===== config.mk =====
export PLATFORM = sky130hd
export DESIGN_NAME = clock_time_ctrl
export DESIGN_NICKNAME = d
export VERILOG_FILES = /design/src/rtl/clock_time_ctrl.sv
export SDC_FILE = /design/constraint.sdc
export NUM_CORES = 1
export LEC_CHECK = 0
export ABC_CLOCK_PERIOD_IN_PS = 2600
export BUFFER_PORTS_ARGS = -buffer_cell sky130_fd_sc_hd__clkbuf_2
export CAP_MARGIN = 15
export CORE_MARGIN = 2
export CORE_UTILIZATION = 40
export CTS_CLUSTER_DIAMETER = 200
export DETAILED_ROUTE_END_ITERATION = 16
export SETUP_SLACK_MARGIN = 0.02
export SLEW_MARGIN = 20
export SYNTH_ARGS = -nofsm -noshare
export SYNTH_HDL_FRONTEND = slang
export SYNTH_SLANG_ARGS = --single-unit

===== constraint.sdc =====
create_clock -name Clk -period 2.6 [get_ports Clk]
set_input_delay 0.39 -clock Clk [delete_from_list [all_inputs] [get_ports Clk]]
set_output_delay 0.39 -clock Clk [all_outputs]
set_load 0.01 [all_outputs]

===== src/rtl/clock_time_ctrl.sv =====
// Alarm-clock timekeeping sequencer: 1 Hz tick, RUN-mode carry ripple, and a
// button-driven set mode with auto-repeat that pulses the counter-bank enables.
module clock_time_ctrl #(
  parameter int TICKS_PER_SEC = 50_000_000,
  parameter int REPEAT_DELAY  = 25_000_000,
  parameter int REPEAT_RATE   = 5_000_000
) (
  input  logic       Clk,
  input  logic       Clr,
  input  logic       Mode_Btn,
  input  logic       Inc_Btn,
  input  logic [5:0] Sec_Count,
  input  logic [5:0] Min_Count,
  output logic       Sec_En,
  output logic       Sec_LD,
  output logic       Min_En,
  output logic       Hour_En,
  output logic       AMin_En,
  output logic       AHour_En,
  output logic [2:0] Mode,
  output logic       Blink
);

  localparam logic [2:0] RUN       = 3'd0;
  localparam logic [2:0] SET_HOUR  = 3'd1;
  localparam logic [2:0] SET_MIN   = 3'd2;
  localparam logic [2:0] SET_AHOUR = 3'd3;
  localparam logic [2:0] SET_AMIN  = 3'd4;

  localparam int TW    = $clog2(TICKS_PER_SEC);
  localparam int HALF  = TICKS_PER_SEC / 2;
  localparam int BW    = (HALF > 2) ? $clog2(HALF) : 1;
  localparam int RMAX  = (REPEAT_DELAY > REPEAT_RATE) ? REPEAT_DELAY : REPEAT_RATE;
  localparam int RW    = $clog2(RMAX + 1);

  localparam logic [TW-1:0] TICK_LAST  = TW'(TICKS_PER_SEC - 1);
  localparam logic [BW-1:0] BLINK_LAST = BW'(HALF - 1);
  localparam logic [RW-1:0] RPT_DELAY  = RW'(REPEAT_DELAY);
  localparam logic [RW-1:0] RPT_RATE   = RW'(REPEAT_RATE);

  logic [2:0]    state;
  logic [2:0]    state_next;
  logic [2:0]    mode_sync;
  logic [2:0]    inc_sync;
  logic          mode_edge;
  logic          inc_edge;
  logic          inc_level;
  logic [TW-1:0] tick_cnt;
  logic          tick;
  logic [RW-1:0] rpt_cnt;
  logic          rpt_phase;
  logic [RW-1:0] rpt_thr;
  logic          rpt_fire;
  logic          inc_pulse;
  logic [BW-1:0] blink_cnt;
  logic          sec_wrap;
  logic          min_wrap;

  // Bits [1:0] are the synchroniser; bit 2 is the delayed copy for edge detect.
  always_ff @(posedge Clk or negedge Clr) begin
    if (!Clr) begin
      mode_sync <= 3'b000;
      inc_sync  <= 3'b000;
      mode_edge <= 1'b0;
      inc_edge  <= 1'b0;
    end else begin
      mode_sync <= {mode_sync[1:0], Mode_Btn};
      inc_sync  <= {inc_sync[1:0], Inc_Btn};
      mode_edge <= mode_sync[1] & ~mode_sync[2];
      inc_edge  <= inc_sync[1] & ~inc_sync[2];
    end
  end

  assign inc_level = inc_sync[1];

  always_comb begin
    state_next = state;
    if (mode_edge) begin
      case (state)
        RUN:       state_next = SET_HOUR;
        SET_HOUR:  state_next = SET_MIN;
        SET_MIN:   state_next = SET_AHOUR;
        SET_AHOUR: state_next = SET_AMIN;
        default:   state_next = RUN;
      endcase
    end
  end

  assign tick      = (state == RUN) && (tick_cnt == TICK_LAST);
  assign sec_wrap  = (Sec_Count == 6'd59);
  assign min_wrap  = (Min_Count == 6'd59);
  assign rpt_thr   = rpt_phase ? RPT_RATE : RPT_DELAY;
  assign rpt_fire  = (rpt_cnt != '0) && (rpt_cnt == rpt_thr) && inc_level;
  // A Mode edge in the same cycle swallows any increment request.
  assign inc_pulse = (inc_edge || rpt_fire) && !mode_edge && (state != RUN);

  always_ff @(posedge Clk or negedge Clr) begin
    if (!Clr) begin
      state    <= RUN;
      tick_cnt <= '0;
    end else begin
      state <= state_next;
      if (state != RUN || tick)
        tick_cnt <= '0;
      else
        tick_cnt <= tick_cnt + TW'(1);
    end
  end

  // Repeat only arms from a fresh Inc edge, so a button held across a state
  // change stays silent until it is released and pressed again.
  always_ff @(posedge Clk or negedge Clr) begin
    if (!Clr) begin
      rpt_cnt   <= '0;
      rpt_phase <= 1'b0;
    end else if (mode_edge || state == RUN || !inc_level) begin
      rpt_cnt   <= '0;
      rpt_phase <= 1'b0;
    end else if (inc_edge) begin
      rpt_cnt   <= RW'(1);
      rpt_phase <= 1'b0;
    end else if (rpt_fire) begin
      rpt_cnt   <= RW'(1);
      rpt_phase <= 1'b1;
    end else if (rpt_cnt != '0) begin
      rpt_cnt <= rpt_cnt + RW'(1);
    end
  end

  always_ff @(posedge Clk or negedge Clr) begin
    if (!Clr) begin
      blink_cnt <= '0;
      Blink     <= 1'b0;
    end else if (state_next != state) begin
      blink_cnt <= '0;
      Blink     <= (state_next != RUN);
    end else if (state != RUN) begin
      if (blink_cnt == BLINK_LAST) begin
        blink_cnt <= '0;
        Blink     <= ~Blink;
      end else begin
        blink_cnt <= blink_cnt + BW'(1);
      end
    end else begin
      blink_cnt <= '0;
      Blink     <= 1'b0;
    end
  end

  always_ff @(posedge Clk or negedge Clr) begin
    if (!Clr) begin
      Sec_En   <= 1'b0;
      Sec_LD   <= 1'b0;
      Min_En   <= 1'b0;
      Hour_En  <= 1'b0;
      AMin_En  <= 1'b0;
      AHour_En <= 1'b0;
    end else begin
      Sec_En   <= tick;
      Sec_LD   <= mode_edge && (state == RUN);
      Min_En   <= (tick && sec_wrap) || (inc_pulse && state == SET_MIN);
      Hour_En  <= (tick && sec_wrap && min_wrap) || (inc_pulse && state == SET_HOUR);
      AMin_En  <= inc_pulse && (state == SET_AMIN);
      AHour_En <= inc_pulse && (state == SET_AHOUR);
    end
  end

  assign Mode = state;

endmodule


# == Yosys cells after proc, flatten, opt, wreduce, memory -nomap -nowiden ==
# Index checks and enable logic that the tools add are counted.
# totals
register_bits,95
in_bits,16
out_inout_bits,10
word_cells,78
# op_classes
n_addsub,3
eq_ne,11
mux,17
bitwise_logic,5
n_reduce_logical,26
# op_table
operator,n
25-bit 2-to-1 mux,8
25-bit by 1-bit adder with 25-bit output (second input constant),2
26-bit by 1-bit adder with 26-bit output (second input constant),1
26-bit equality test (second input constant),1
26-bit 2-to-1 mux,1
25-bit equality test,1
25-bit equality test (second input constant),1
25-bit nonzero test,1
6-bit equality test (second input constant),2
1-bit logical AND,12
3-bit one-hot mux with 4 select lines,1
3-bit nonzero test,3
3-bit by 2-bit equality test with 1-bit output (second input constant),2
1-bit logical OR,6
1-bit 2-to-1 mux,6
4-bit nonzero test,1
3-bit by 1-bit equality test with 1-bit output (second input constant),1
3-bit equality test (second input constant),1
3-bit zero test,1
3-bit 2-to-1 mux,1
3-bit by 1-bit != test with 1-bit output (second input constant),1
3-bit != test,1
1-bit inverter,3
1-bit bitwise AND,2
1-bit zero test,2

# == Depth between registers and ports, before layout ==
# Gate-level depths: netlist of run 1.
# logic_depth
depth_word,9
depth_mapped,9

# == Worst setup path before layout of run 1 ==
# Ideal clock, no wire load.
# synth_path
kind,flip-flop to flip-flop
startpoint,register rpt_cnt[0]
endpoint,register rpt_cnt[7]
arrival_ns,1.801
path_slack_ns,0.681
stages_incl_launch_ff,10
path_buffers,2
path_cell_list,dfrtp_1 inv_1 ha_1 nor4b_1 nand3_1 a2111oi_4 or3_1 buf_6 buf_6 nor2_1
# synth_via
elab_chain_cells,6
elab_cells_between_ends,10
# synth_rtl
item,line_no,source
start: declaration,50,logic [RW-1:0] rpt_cnt;
start signal: assignment,126,rpt_cnt <= rpt_cnt + RW'(1);
branches (longest 6 deep; another with 25-bit by 1-bit adder with 25-bit output),n/a,
# Several ways; the timed one is not identified. The select of a mux whose other input is x is not followed.
# A chain may end at the register's enable or synchronous reset.

# == Worst setup path in the final report of run 1 ==
# layout_path
startpoint,register rpt_cnt[0]
endpoint,register rpt_cnt[1]
# The elaborated chain is that of the path after synthesis.

==> results of run 1 <==
registers in the layout (all words and copies together) (netlist names):
| signal | count |
|---|---|
| rpt_cnt | 25 |
| Hour_En | 1 |
| inc_edge | 1 |
| Sec_En | 1 |
| AHour_En | 1 |
| Min_En | 1 |
| inc_sync | 3 |
| Sec_LD | 1 |
| blink_cnt | 25 |
| AMin_En | 1 |
| mode_edge | 1 |
| mode_sync | 3 |
| tick_cnt | 26 |
| Blink | 1 |
| rpt_phase | 1 |
| Mode | 3 |
synth_stat cells, types with 5 or more instances:
cell      count
and4_1        9
nor3_1       15
and2_1        5
a21oi_1       7
or3_1         9
o21ai_0      12
nand2_1      24
xnor2_1      27
nor2_1       85
nand3_1      35
inv_1         9
and3_1        5
clkbuf_1      7
nand4_1      23
xor2_1       38
dfrtp_1      95
nor4_1        9
layer usage:
layer  vias up  track usage  wire length (microns)
met4         0       0.0494                    108
li1       1632            -                      -
met5         -            0                      0
met3         7       0.0421                    339
met1      1656        0.219                   4510
met2        43        0.244                   4320
area by class of cell:
cell class | instances | area share
Sequential cell | 95 | 0.458
Timing Repair Buffer | 32 | 0.0347
Tap cell | 143 | 0.0345
Inverter | 9 | 0.00651
Multi-Input combinational cell | 338 | 0.402
Clock inverter | 5 | 0.0152
Clock buffer | 11 | 0.0487
worst paths after layout:
check                                       start                 endpoint  slack [ns]  cells past startpoint
min in group Clk                          Inc_Btn    inc_sync[0]$_DFF_PN0_        0.16                      1
hold reg to reg            mode_sync[0]$_DFF_PN0_   mode_sync[1]$_DFF_PN0_        0.35                      0
max in group asynchronous                     Clr   rpt_cnt[7]$_DFFE_PN0P_        1.75                      2
hold / removal                                Clr  blink_cnt[11]$_DFF_PN0_        0.08                      1
setup / recovery           rpt_cnt[0]$_DFFE_PN0P_   rpt_cnt[1]$_DFFE_PN0P_        0.39                      8
setup reg to reg           rpt_cnt[0]$_DFFE_PN0P_   rpt_cnt[1]$_DFFE_PN0P_        0.39                      8
power by group:
group          switching, mW  internal, mW  total [mW]  leakage [nW]
clock                  0.555         0.895        1.45         0.166
sequential            0.0951          1.55        1.65          1.30
combinational          0.277         0.146       0.423         0.723
total                  0.927          2.59        3.52          2.19
stage by stage:
stage / instance area, sq um / util / total power, mW / hold WS (ns) / std cells
after global routing: 5190 / 0.458 / 3.69 / 0.137 / 633
after global placement: 4850 / 0.429 / 2.09 / 0.335 / 617
after floorplan: 4590 / - / 1.93 / 0.0944 / 457
after CTS: 5190 / 0.458 / 3.56 / 0.107 / 633
final: 5190 / 0.458 / 3.52 / 0.0759 / 633
after detailed placement: 4850 / 0.429 / 2.10 / 0.341 / 617
cell families (layout without fill, tap and decap cells):
| family | Yosys count | in the layout |
|---|---|---|
| simple gates | 241 | 241 |
| flops | 95 | 95 |
| xor+xnor | 65 | 65 |
| compound gates | 26 | 26 |
| buf+inv | 24 | 57 |
| fa+ha+maj | 4 | 4 |
| mux | 2 | 2 |
==> impl_metrics.yaml, run 1 <==
sta:
  finalMaxSlewViolations: 0
  period_needed_ns: 2.21
  setup_violations: 0
  rsz0062_at_grt: "false"
  fin_worst_skew_ns: 0.00634
  final.setup.tns_ns: 0
  worst_pin_slew_ns: 0.687
  finalHoldViolCount: 0
  min_period_over_period: 0.852
  slew-limit-headroom: 0.542
  max_freq_ghz: 0.452
  layout_setup_ws_ns: 0.386
layout:
  final_common_cell: "dfrtp_1"
  area_delta_synth_final_pct: 13.1
  finalNetCount: 505
  multi_input_area_sq_um: 2080
  most-common-layout-cells: "dfrtp_1 (95), nor2_1 (85), xor2_1 (38), nand3_1 (35), xnor2_1 (27)"
  layout.area.seq_sq_um: 2380
  num_antenna_cells: 0
  nFillCells: 1078
  layout-drive-gt1-share: 0.124
worst_setup_path:
  worstPathMaxFanout: 24
  critPathLaunchType: "flip-flop"
  critPathSlowestCell: "a2111oi_4"
  path_class: "reg2reg"
  crit_chain: "inv_1 -> ha_1 -> nor4b_1 -> nand3_1 -> a2111oi_4 -> or3_1 -> buf_4 -> nor2_1"
  cp.arrival_ns: 2.44
  crit_path_end_kind: "flip-flop"
  required_ns: 2.82
  critical_path_buf_inv_count: 2
  cpPeakStageDelay_ns: 0.45
  crit_family: "simple AND/OR/NAND/NOR gates"
clocking:
  cts.root.buffer_cell: "clkbuf_16"
  cts_tree: "done"
  h-tree-depth: 3
  numCtsBuffers: 9
  cts_sinks: 95
  cts-resized-gates: 0
  cts_hold_buffers: 0
  cts_setup_buffers: 0
  clk_latency_ns: 0.35
  clock_path_buffers: 2
  path_clk_slew_ns: 0.06
outcome:
  outcome: "finished, final reports clean"
grt:
  antenna_found_initial: 0
  grt_usage: 0.158
  grt_max_degree: 55
  grt_pass1_wl_microns: 15800
  grt_pass1_vias: 3285
  grt_overflow: 0
logic_synthesis:
  synth_top_area_frac: 0.518
  synth_xor_area_frac: 0.124
  yosys.area.top_type: "dfrtp_1"
  netlist_area_sq_um: 4590
  synth_fa_ha_area_frac: 0.0109
  synthFlopType: "dfrtp_1"
  ys_seq_area_frac: 0.518
  yosysUniqueCellTypes: 41
  synth_top_family_by_area: "simple AND/OR/NAND/NOR gates"
  syn_inst: 457
  synth-warning-count: 0
  synth_edf_count: 0
  synth-simple-area-share: 0.279
  synth.net_count: 477
  synth_area_leaders: "dfrtp_1 (52%), xor2_1 (7.3%), nor2_1 (7.0%), xnor2_1 (5.2%), nand3_1 (3.8%)"
  synth_mux_area_frac: 0.00436
  async_reset_ff_frac: 1.00
  synth-seq-cells: 95
  synth.avg_cell_area_sq_um: 10.0
  synth-compound-area-share: 0.0357
pwr:
  peakVddDrop_v: 0.000347
  pwr_density_cell_nw_per_um2: 679
  p_leak_nw: 2.19
die:
  core_area_sq_um: 11300
  ios: 26
  die-height_microns: 111
  die_x_microns: 111
  fp.dieArea_sq_um: 12300
  rows: 39
  start_util: 0.405
route:
  viasPerCell: 5.27
  wl_per_cell_microns: 14.7
  postRouteAntennaNets: 0
  routed_wirelength_microns: 9280
  drt_iter0_drc: 181
  drcViolationCount: 0
  drt_first_pass_iters: 4
  vias: 3338
place:
  gp_congestion: 0.828
  portBuffers: 25
  dpl.hpwl_microns: 6360
  dp_slack_ns: 0.418
run:
  timing.max_cap.violations: 0
worst_hold_path:
  hold_class: "in2async"
Power figures use the tool's default switching activity.
==> run 2: changes to the inputs <==
--- a/config.mk
+++ b/config.mk
@@ -5,6 +5,7 @@
 export SDC_FILE = /design/constraint.sdc
 export NUM_CORES = 1
 export LEC_CHECK = 0
+export ABC_AREA = 1
 export ABC_CLOCK_PERIOD_IN_PS = 2600
 export BUFFER_PORTS_ARGS = -buffer_cell sky130_fd_sc_hd__clkbuf_2
 export CAP_MARGIN = 15
==> run 2 against run 1 <==
Core utilization is 0.67 points lower. Non-clock buffer count decreased by 3. Largest power group unchanged. Global-route usage grew 2.1 points. Final area is 20% higher. Critical path type unchanged. First-iteration DRC count grew 49%. Largest cell class is now multi-input combinational cells.
==> impl_metrics.yaml, run 2 <==
pwr:
  power_frac_seq: 0.450
  peakVddDrop_v: 0.000463
  power.switching_mw: 1.07
  pwr_density_cell_nw_per_um2: 585
  p_leak_nw: 2.75
  clkPwrFrac: 0.407
  p_sw_frac: 0.295
  power_mw: 3.64
  power.internal_mw: 2.56
  power_frac_comb: 0.143
logic_synthesis:
  synth-seq-cells: 95
  synth.net_count: 808
  ys_top_cells_by_count: "nand2_1 (221), nor2_1 (173), dfrtp_1 (95), inv_1 (95), nand3_1 (55)"
  synthFlopType: "dfrtp_1"
  syn_inst: 788
  synth_edf_count: 0
  yosysUniqueCellTypes: 33
  synth-warning-count: 0
  synth_area_leaders: "dfrtp_1 (43%), nand2_1 (15%), nor2_1 (12%), inv_1 (6.4%), nand3_1 (4.9%)"
  yosys.area.top_type: "dfrtp_1"
  synth_top_area_frac: 0.426
  ys_seq_area_frac: 0.426
  async_reset_ff_frac: 1.00
  yosys.cell_count.top_type: "nand2_1"
  synth.avg_cell_area_sq_um: 7.08
  netlist_area_sq_um: 5580
worst_setup_path:
  path_class: "reg2reg"
  r2r_cells: 8
  cpPeakStageDelay_ns: 0.42
  crit_path_end_kind: "flip-flop"
  worstPathMaxFanout: 6
  critPathSlowestCell: "dfrtp_1"
  cp.arrival_ns: 2.12
  critPathLaunchType: "flip-flop"
  required_ns: 2.82
  crit_chain: "ha_1 -> nand2_1 -> nor2_1 -> nand2_1 -> nor2_1 -> inv_1 -> nor3_1 -> nor3_2"
place:
  dpl.hpwl_microns: 9380
  dp_slack_ns: 0.699
  portBuffers: 25
  gp_congestion: 0.902
sta:
  finalHoldViolCount: 0
  setup_violations: 0
  fin_worst_skew_ns: 0.0105
  period_needed_ns: 1.90
  layout_setup_ws_ns: 0.696
  slew-limit-headroom: 0.451
  rsz0062_at_grt: "false"
  final.setup.tns_ns: 0
  min_period_over_period: 0.732
  worst_pin_slew_ns: 0.824
  max_freq_ghz: 0.525
  finalMaxSlewViolations: 0
  whs_ns: 0.115
layout:
  fin_util: 0.451
  largest-register: "tick_cnt"
  final_common_cell: "nand2_1"
  layout-drive-gt1-share: 0.108
  reg_top3: "tick_cnt (26), blink_cnt (25), rpt_cnt (25)"
  most-common-layout-cells: "nand2_1 (221), nor2_1 (173), dfrtp_1 (95), inv_1 (95), nand3_1 (55)"
  largest_reg_flops: 26
  nFillCells: 1424
  num_antenna_cells: 0
  finalNetCount: 842
  area_delta_synth_final_pct: 11.4
die:
  start_util: 0.405
  ios: 26
  rows: 43
  die_x_microns: 122
  fp.dieArea_sq_um: 14900
  core_area_sq_um: 13800
  die-height_microns: 122
clocking:
  numCtsBuffers: 9
  h-tree-depth: 3
  cts.root.buffer_cell: "clkbuf_16"
  clk_latency_ns: 0.35
  clock_path_buffers: 2
  cts-resized-gates: 0
  cts_setup_buffers: 0
  cts_tree: "done"
  path_clk_slew_ns: 0.07
  cts_sinks: 95
  cts_hold_buffers: 0
route:
  vias: 4802
  postRouteAntennaNets: 0
  viasPerCell: 4.77
  drcViolationCount: 0
  routed_wirelength_microns: 12400
  drt_iter0_drc: 270
  wl_per_cell_microns: 12.4
  drt_first_pass_iters: 5
grt:
  grt_overflow: 0
  grt-busiest-layer: "met2"
  grt_usage: 0.179
  met2_usage: 0.273
  grt_pass1_vias: 4417
  use_met3: 0.0379
  grtUsageMet1: 0.257
  grt_pass1_wl_microns: 21100
  grt_max_degree: 64
  antenna_found_initial: 0
outcome:
  outcome: "finished, final reports clean"
worst_hold_path:
  hold_class: "in2async"
run:
  timing.max_cap.violations: 0
run 2: cell types whose count changed after synthesis, sizes merged, moves of 10 or more:
cell,change
nand2,+204
nor2,+116
inv,+89
nor3,+24
xnor2,-22
nand3,+21
xor2,-17
nor4,-13
nand4,-10
run 2: metrics by stage:
stage / std cells / cell area [sq um]
floorplan: 788 / 5580
global placement: 991 / 5890
detailed placement: 991 / 5890
CTS: 1007 / 6220
global route: 1007 / 6220
finish: 1007 / 6220
run 2: critical path: cells and delay by family, from the launching register on:
family                     cells  cell delay, ns
adders and majority gates      1            0.25
buffers and inverters          1            0.10
DFF                            1            0.42
and+or+nand+nor                6            1.02
run 2: metal layers:
layer  vias to the layer above  share of wire
li1                       2505              -
met1                      2171           0.50
met2                       110           0.43
met3                        16          0.050
met4                         0          0.016
met5                         -              0
run 2: final cells by class:
type / instances / area [sq um] / share of cell area
timing repair buffer: 29 / 158 / 0.0254
tap: 180 / 225 / 0.0362
clock buffer: 10 / 229 / 0.0368
clock inverter: 6 / 97.6 / 0.0157
sequential: 95 / 2380 / 0.382
multi-input combinational: 589 / 2760 / 0.444
inverter: 98 / 370 / 0.0596
run 2: kinds of logic after synthesis:
group                    count (synthesis)  synth area share
AO/OA/AOI/OAI                           16            0.0150
adder cells (fa/ha/maj)                  4           0.00896
AND/OR/NAND/NOR                        543             0.430
flip-flops                              95             0.426
XOR/XNOR                                26            0.0408
buffers and inverters                  104            0.0798
run 2: worst paths after layout:
kind | start | to | slack (ns)
max in group asynchronous | Clr | tick_cnt[23]$_DFF_PN0_ | 1.74
min in group Clk | Mode_Btn | mode_sync[0]$_DFF_PN0_ | 0.14
worst max-delay path | rpt_cnt[0]$_DFFE_PN0P_ | rpt_cnt[14]$_DFFE_PN0P_ | 0.70
worst max register to register | rpt_cnt[0]$_DFFE_PN0P_ | rpt_cnt[14]$_DFFE_PN0P_ | 0.70
worst min register to register | inc_sync[0]$_DFF_PN0_ | inc_sync[1]$_DFF_PN0_ | 0.35
worst min-delay path | Clr | rpt_cnt[16]$_DFFE_PN0P_ | 0.11
run 2: power groups by stage:
| stage | registers [mW] | logic, mW | clock network (mW) |
|---|---|---|---|
| 6_report | 1.64 | 0.518 | 1.48 |
| 5_1_grt | 1.65 | 0.589 | 1.57 |
| 4_1_cts | 1.63 | 0.530 | 1.51 |
| 3_5_place_dp | 1.66 | 0.527 | 0 |
| 3_3_place_gp | 1.66 | 0.532 | 0 |
| 2_1_floorplan | 1.66 | 0.419 | 0 |
